$ cat config.mk
export PLATFORM = sky130hd
export DESIGN_NAME = priority_encoder_iter
export DESIGN_NICKNAME = d
export VERILOG_FILES = /design/src/rtl/priority_encoder_pkg.sv /design/src/rtl/priority_encoder_iter_find.sv /design/src/rtl/priority_encoder_iter.sv
export SDC_FILE = /design/constraint.sdc
export NUM_CORES = 1
export LEC_CHECK = 0
export ABC_CLOCK_PERIOD_IN_PS = 4750
export BUFFER_PORTS_ARGS = -buffer_cell sky130_fd_sc_hd__buf_2
export CAP_MARGIN = 20
export CORE_AREA = 5 5 42 44
export DETAILED_ROUTE_END_ITERATION = 10
export DIE_AREA = 0 0 47 49
export PLACE_DENSITY = 0.81
export SLEW_MARGIN = 20
export SYNTH_ARGS = -nofsm -noshare
export SYNTH_HDL_FRONTEND = slang
export SYNTH_HIERARCHICAL = 1
export SYNTH_SLANG_ARGS = --single-unit
$ cat constraint.sdc
create_clock -name clk -period 4.75 [get_ports clk]
set_input_delay 0.95 -clock clk [delete_from_list [all_inputs] [get_ports clk]]
set_output_delay 0.95 -clock clk [all_outputs]
set_load 0.05 [all_outputs]
$ cat src/rtl/priority_encoder_pkg.sv
// Shared types and bit-scan helpers for the iterative priority encoder.
package priority_encoder_pkg;

  // Helpers operate on a widened vector; callers zero-extend into it.
  localparam int PENC_MAX_N = 64;

  typedef enum logic {
    PENC_IDLE,
    PENC_SCAN
  } penc_state_e;

  function automatic int penc_hi_idx(input logic [PENC_MAX_N-1:0] v);
    int r;
    r = 0;
    for (int i = 0; i < PENC_MAX_N; i++)
      if (v[i]) r = i;
    return r;
  endfunction

  function automatic int penc_popcount(input logic [PENC_MAX_N-1:0] v);
    int r;
    r = 0;
    for (int i = 0; i < PENC_MAX_N; i++)
      r = r + int'(v[i]);
    return r;
  endfunction

endpackage

$ cat src/rtl/priority_encoder_iter_find.sv
// Combinational highest-set-bit finder with any/multi flags.
module priority_find
  import priority_encoder_pkg::*;
#(
  parameter  int N = 8,
  localparam int W = $clog2(N)
) (
  input  logic [N-1:0] vec,
  output logic [W-1:0] idx,
  output logic         any,
  output logic         multi
);

  logic [PENC_MAX_N-1:0] ext;

  always_comb begin
    ext        = '0;
    ext[N-1:0] = vec;
    idx        = W'(penc_hi_idx(ext));
    any        = |vec;
    // Clearing the lowest set bit leaves something only if two or more were set.
    multi      = |(vec & (vec - N'(1)));
  end

endmodule

$ cat src/rtl/priority_encoder_iter.sv
// Iterative priority encoder: captures a vector, emits set indices high-to-low.
// Optional popcount output out_cnt enabled by defining PENC_COUNT_EN.
module priority_encoder_iter
  import priority_encoder_pkg::*;
#(
  parameter  int N = 8,
  localparam int W = $clog2(N)
) (
  input  logic         clk,
  input  logic         rst_n,
  input  logic         in_valid,
  output logic         in_ready,
  input  logic [N-1:0] in_vec,
  output logic         out_valid,
  input  logic         out_ready,
  output logic [W-1:0] out_idx,
  output logic         out_last,
  output logic         out_none
`ifdef PENC_COUNT_EN
  ,output logic [W:0]  out_cnt
`endif
);

  penc_state_e  state_q, state_d;
  logic [N-1:0] pend_q, pend_d;
  logic [W-1:0] f_idx;
  logic         f_any, f_multi;

  priority_find #(.N(N)) u_find (
    .vec   (pend_q),
    .idx   (f_idx),
    .any   (f_any),
    .multi (f_multi)
  );

  always_comb begin
    state_d   = state_q;
    pend_d    = pend_q;
    in_ready  = 1'b0;
    out_valid = 1'b0;
    out_idx   = '0;
    out_last  = 1'b0;
    out_none  = 1'b0;
    case (state_q)
      PENC_IDLE: begin
        in_ready = 1'b1;
        if (in_valid) begin
          pend_d  = in_vec;
          state_d = PENC_SCAN;
        end
      end
      PENC_SCAN: begin
        out_valid = 1'b1;
        out_idx   = f_idx;
        out_last  = ~f_multi;
        out_none  = ~f_any;
        if (out_ready) begin
          if (!f_multi) begin
            pend_d  = '0;
            state_d = PENC_IDLE;
          end else begin
            pend_d = pend_q & ~(N'(1) << f_idx);
          end
        end
      end
      default: state_d = PENC_IDLE;
    endcase
  end

  always_ff @(posedge clk) begin
    if (!rst_n) begin
      state_q <= PENC_IDLE;
      pend_q  <= '0;
    end else begin
      state_q <= state_d;
      pend_q  <= pend_d;
    end
  end

`ifdef PENC_COUNT_EN
  logic [W:0]            cnt_q;
  logic [PENC_MAX_N-1:0] in_ext;

  always_comb begin
    in_ext        = '0;
    in_ext[N-1:0] = in_vec;
  end

  // Captured alongside pending so it stays constant for the whole burst.
  always_ff @(posedge clk) begin
    if (!rst_n)
      cnt_q <= '0;
    else if (state_q == PENC_IDLE && in_valid)
      cnt_q <= (W+1)'(penc_popcount(in_ext));
  end

  assign out_cnt = cnt_q;
`endif

endmodule

After elaboration in Yosys (flattened, before gate mapping):

Cells that the tools add are included.

* input port bits: 12
* output and inout port bits: 7
* register bits: 9

* reductions and logical operators: 3
* multiplexer cells: 20
* bitwise gates (word level): 6
* shift operators: 1
* add/subtract/negate cells: 1
* equal/unequal tests: 2

Operators by type and width (number)
* 8-bit 2-to-1 mux: 3
* 8-bit bitwise AND: 2
* 8-bit one-hot mux with 2 select lines: 1
* 8-bit OR reduction: 2
* 3-bit 2-to-1 mux: 5
* 1-bit 2-to-1 mux: 8
* 8-bit NOT: 1
* 1-bit by 3-bit left shift with 8-bit output (first input constant): 1
* 8-bit by 1-bit subtractor with 8-bit output (second input constant): 1
* 2-bit 2-to-1 mux: 2
* 2-bit != test (second input constant): 2
* 1-bit NOT: 3
* 1-bit one-hot mux with 2 select lines: 1
* 2-bit AND reduction: 1

Longest topological paths before layout:

* word-level depth: 13
* mapped depth: 8

Hierarchy:

The synthesis kept the hierarchy.

Modules (own cells, without submodules)
* priority_encoder_iter: area each 479.2 sq um, sequential area each 180.2 sq um, instances 1, cells an instance 61
* priority_find: area each 127.6 sq um, sequential area each 0.0 sq um, instances 1, cells an instance 21

Least setup slack after synthesis:

Ideal clock, no wire load.

* path type: reg2out
* start: register state_q
* end: output port out_last
* stages on the path, launching flop included: 3
* buffers on the path: 0
* data arrival time: 1.915 ns
* slack: 1.885 ns
* path through: dfxtp_1 > inv_1 > nor2_1

* word-level cells in the longest chain between the ends: 1

Ends and longest elaborated chain
* start, declared: line priority_encoder_iter.sv:24 `penc_state_e state_q, state_d;`
* start signal, assigned: line priority_encoder_iter.sv:75 `state_q <= state_d;`
* 1-bit 2-to-1 mux: line priority_encoder_iter.sv:44 `case (state_q)`
* end, declared: line priority_encoder_iter.sv:17 `output logic out_last,`

No other way between the ends.

Worst setup path in the final report:

* start: register pend_q[2]
* end: output port out_last

* word-level cells in the longest chain between the ends: 5

Ends and longest elaborated chain
* start, declared: line priority_encoder_iter.sv:25 `logic [N-1:0] pend_q, pend_d;`
* start signal, assigned: line priority_encoder_iter.sv:76 `pend_q <= pend_d;`
* 8-bit by 1-bit subtractor with 8-bit output: line priority_encoder_iter_find.sv:22 `multi = |(vec & (vec - N'(1)));`
* 8-bit bitwise AND (*): line priority_encoder_iter_find.sv:22
* 8-bit OR reduction (*): line priority_encoder_iter_find.sv:22
* named net f_multi: line priority_encoder_iter.sv:27 `logic f_any, f_multi;`
* 1-bit NOT (*): line priority_encoder_iter.sv:55 `out_last = ~f_multi;`
* 1-bit 2-to-1 mux (*): line priority_encoder_iter.sv:44

The timed path passes the listed nets; every way through them passes the cells marked *.

==> impl_metrics.csv <==
group,metric,value,unit
worst_setup_path,critPathLaunchType,"register",
routing,antenna_left,0,
routing,vias_per_cell,5.81,
clock_network,tritoncts,"done",
place,place_worst_setup_slack,2280,ps
global_route,antenna_found_initial,0,
sta,fin_setup_tns,0,ps
place,dp.cells,114,
die,die_height,49,um
yosys,synth_nets,94,
yosys,synth_edf_count,0,
outcome,status,"complete, no violations",
yosys,ys_top_cells_by_area,"dfxtp_1, a211oi_1, a21oi_1",
yosys,avgSynthCellArea,7.40,um^2
finish,area_delta_synth_final,19.2,%
yosys,synthArstFlopShare,0,%
sta,finalWorstSetupSlack,1980,ps
worst_setup_path,r2r-end,"pend_q[1]",
routing,vias,685,
yosys,synth_ff_type,"dfxtp_1",
power_and_ir_drop,power_leakage,0.287,nW
sta,timing.final.hold_violations,0,
global_route,grt_max_degree,9,
sta,slew_headroom,60.7,%
worst_setup_path,critPathKind,"reg -> out",
routing,dr.pass1.iters,4,
job,maxCapViolCount,0,
yosys,syn-instance-count,82,
worst_setup_path,r2r_setup_slack,3000,ps
routing,drc_errors,0,
sta,finalSetupViolCount,0,
clock_network,cts_setup_buffers,0,
die,io_pins,19,
routing,wl,1.57,mm
finish,drive_above_1_share,25.5,%
clock_network,cts_max_level,1,
clock_network,clock_sinks,9,
power_and_ir_drop,vdd_drop_max,214,uV
finish,layout.nets,115,
clock_network,cts_buffers,3,
clock_network,cts.hold.buffers_added,0,
place,hpwl,1.22,mm
hold_path,hold_path.class,"reg -> reg",
worst_setup_path,worst_r2r_path_depth,7,
global_route,grt_usage,15.2,%
global_route,grt_pass1_wl,2.60,mm
yosys,yosysSeqAreaShare,29.7,%
yosys,yosys.area.top_type_share,29.7,%
power_and_ir_drop,p_per_area,320,mW/mm^2
clock_network,clock_path_buffers,2,
sta,drv_slew,0,
sta,maxClockFrequency,0.361,GHz
worst_setup_path,r2r_start,"pend_q[3]",
worst_setup_path,crit_start,"pend_q[2]",
finish,antennaDiodeCount,0,
hold_path,whs_path_depth,2,
sta,fin_crit_sh,58.4,%
die,rows,14,
die,die_area,0.00230,mm^2
finish,finalNonFillerCells,118,
clock_network,clk_latency,260,ps
sta,layout_min_cycle_time,2770,ps
worst_setup_path,crit_path_end_kind,"primary output",
yosys,netlist_area,607,um^2
sta,skew,1.41,ps
routing,first_iter_violations,20,
power_and_ir_drop,power,0.231,mW
worst_setup_path,path_max_fanout,6,
global_route,grt_remaining_overflow,0,
worst_setup_path,crit_arrival,1820,ps
worst_setup_path,cp-endpoint,"out_last",
sta,rsz0062_at_grt,"false",
yosys,ys_seq_elements,9,
clock_network,cts_root_buf,"clkbuf_4",
yosys,ys_types,25,
die,core,0.00140,mm^2
yosys,ys_warn_count,6,
yosys,yosysTopAreaCell,"dfxtp_1",
place,gp_congestion,0.886,
clock_network,post_cts_resized,0,
die,die_x,47,um
routing,drt-wirelength-per-cell,13.3,um
worst_setup_path,cp_data_required_time,3800,ps
clock_network,clk_pin_slew,60,ps
place,portBuffers,18,
die,start_util,43.3,%
global_route,first_global_vias,626,
sta,tightest_slew,588,ps
how the worst min path moves through the flow:
stage,slack [ps],from,endpoint
after floorplan,520,pend_q[7],pend_q[7]
after CTS,570,pend_q[1],pend_q[1]
after global placement,540,pend_q[7],pend_q[7]
after detailed placement,560,pend_q[1],pend_q[1]
final,570,pend_q[0],pend_q[0]
after global routing,610,pend_q[5],pend_q[5]
cell type report:
class | instances | area, um^2
well taps | 16 | 20.0
fillers | 136 | 678
inverters | 5 | 18.8
clock buffers | 4 | 26.3
multi-input cells | 66 | 388
repair buffers | 18 | 90.1
flip-flops and latches | 9 | 180
stage by stage:
step / instance area [um^2] / utilization [%] / hold slack [ps]
2_1_floorplan: 607 / - / 518
3_5_place_dp: 697 / 49.7 / 560
4_1_cts: 723 / 51.6 / 569
5_1_grt: 723 / 51.6 / 613
6_report: 723 / 51.6 / 571
3_3_place_gp: 697 / 49.7 / 540
report_power, final:
group          switching, mW  internal, mW  total (mW)
clock network         0.0294        0.0325      0.0619
registers            0.00719        0.0804      0.0876
logic                 0.0560        0.0258      0.0819
kinds of logic (layout without fill, tap and decap cells):
family,after synthesis,in the layout,synth area share (%)
buffers and inverters,7,27,6.39
DFF,9,9,29.7
adders and majority gates,1,1,1.65
and+or+nand+nor,26,26,23.1
AOI/OAI and AO/OA,39,39,39.2
metal layers:
layer | GRT usage, % | part of all wire (%)
met1 | 18.1 | 43
met2 | 25.6 | 51
met3 | 3.32 | 4.9
met4 | 5.53 | 1.3
met5 | 0 | 0
registers in the layout (all words and copies together), names as in the netlist:
name / flops
pend_q: 8
state_q: 1
synthesized netlist by cell type (2+ instances only):
| cell | instances |
|---|---|
| nand2b_1 | 4 |
| a21oi_1 | 10 |
| nand2_1 | 4 |
| nor2_1 | 8 |
| nor3_1 | 2 |
| nor2b_1 | 2 |
| o21ai_1 | 5 |
| a211oi_1 | 8 |
| dfxtp_1 | 9 |
| inv_1 | 5 |
| o21ai_0 | 10 |
| o31ai_1 | 2 |
critical path, stage by stage (launching register included):
cell	delay (ps)
dfxtp_1	350
nor4_2	340
nand2b_1	140
a211oi_2	160
o32ai_1	140
nor2_1	140
buf_2	280
cell usage in the layout (no fill, tap or decap), drive strengths merged, types with 4 or more instances in the layout:
cell type / n
nand2b: 5
a211oi: 9
nor2: 8
dfxtp: 9
inv: 5
nand2: 4
a21oi: 10
clkbuf: 4
buf: 18
o21ai: 16
(Power assumes the default switching activity.)
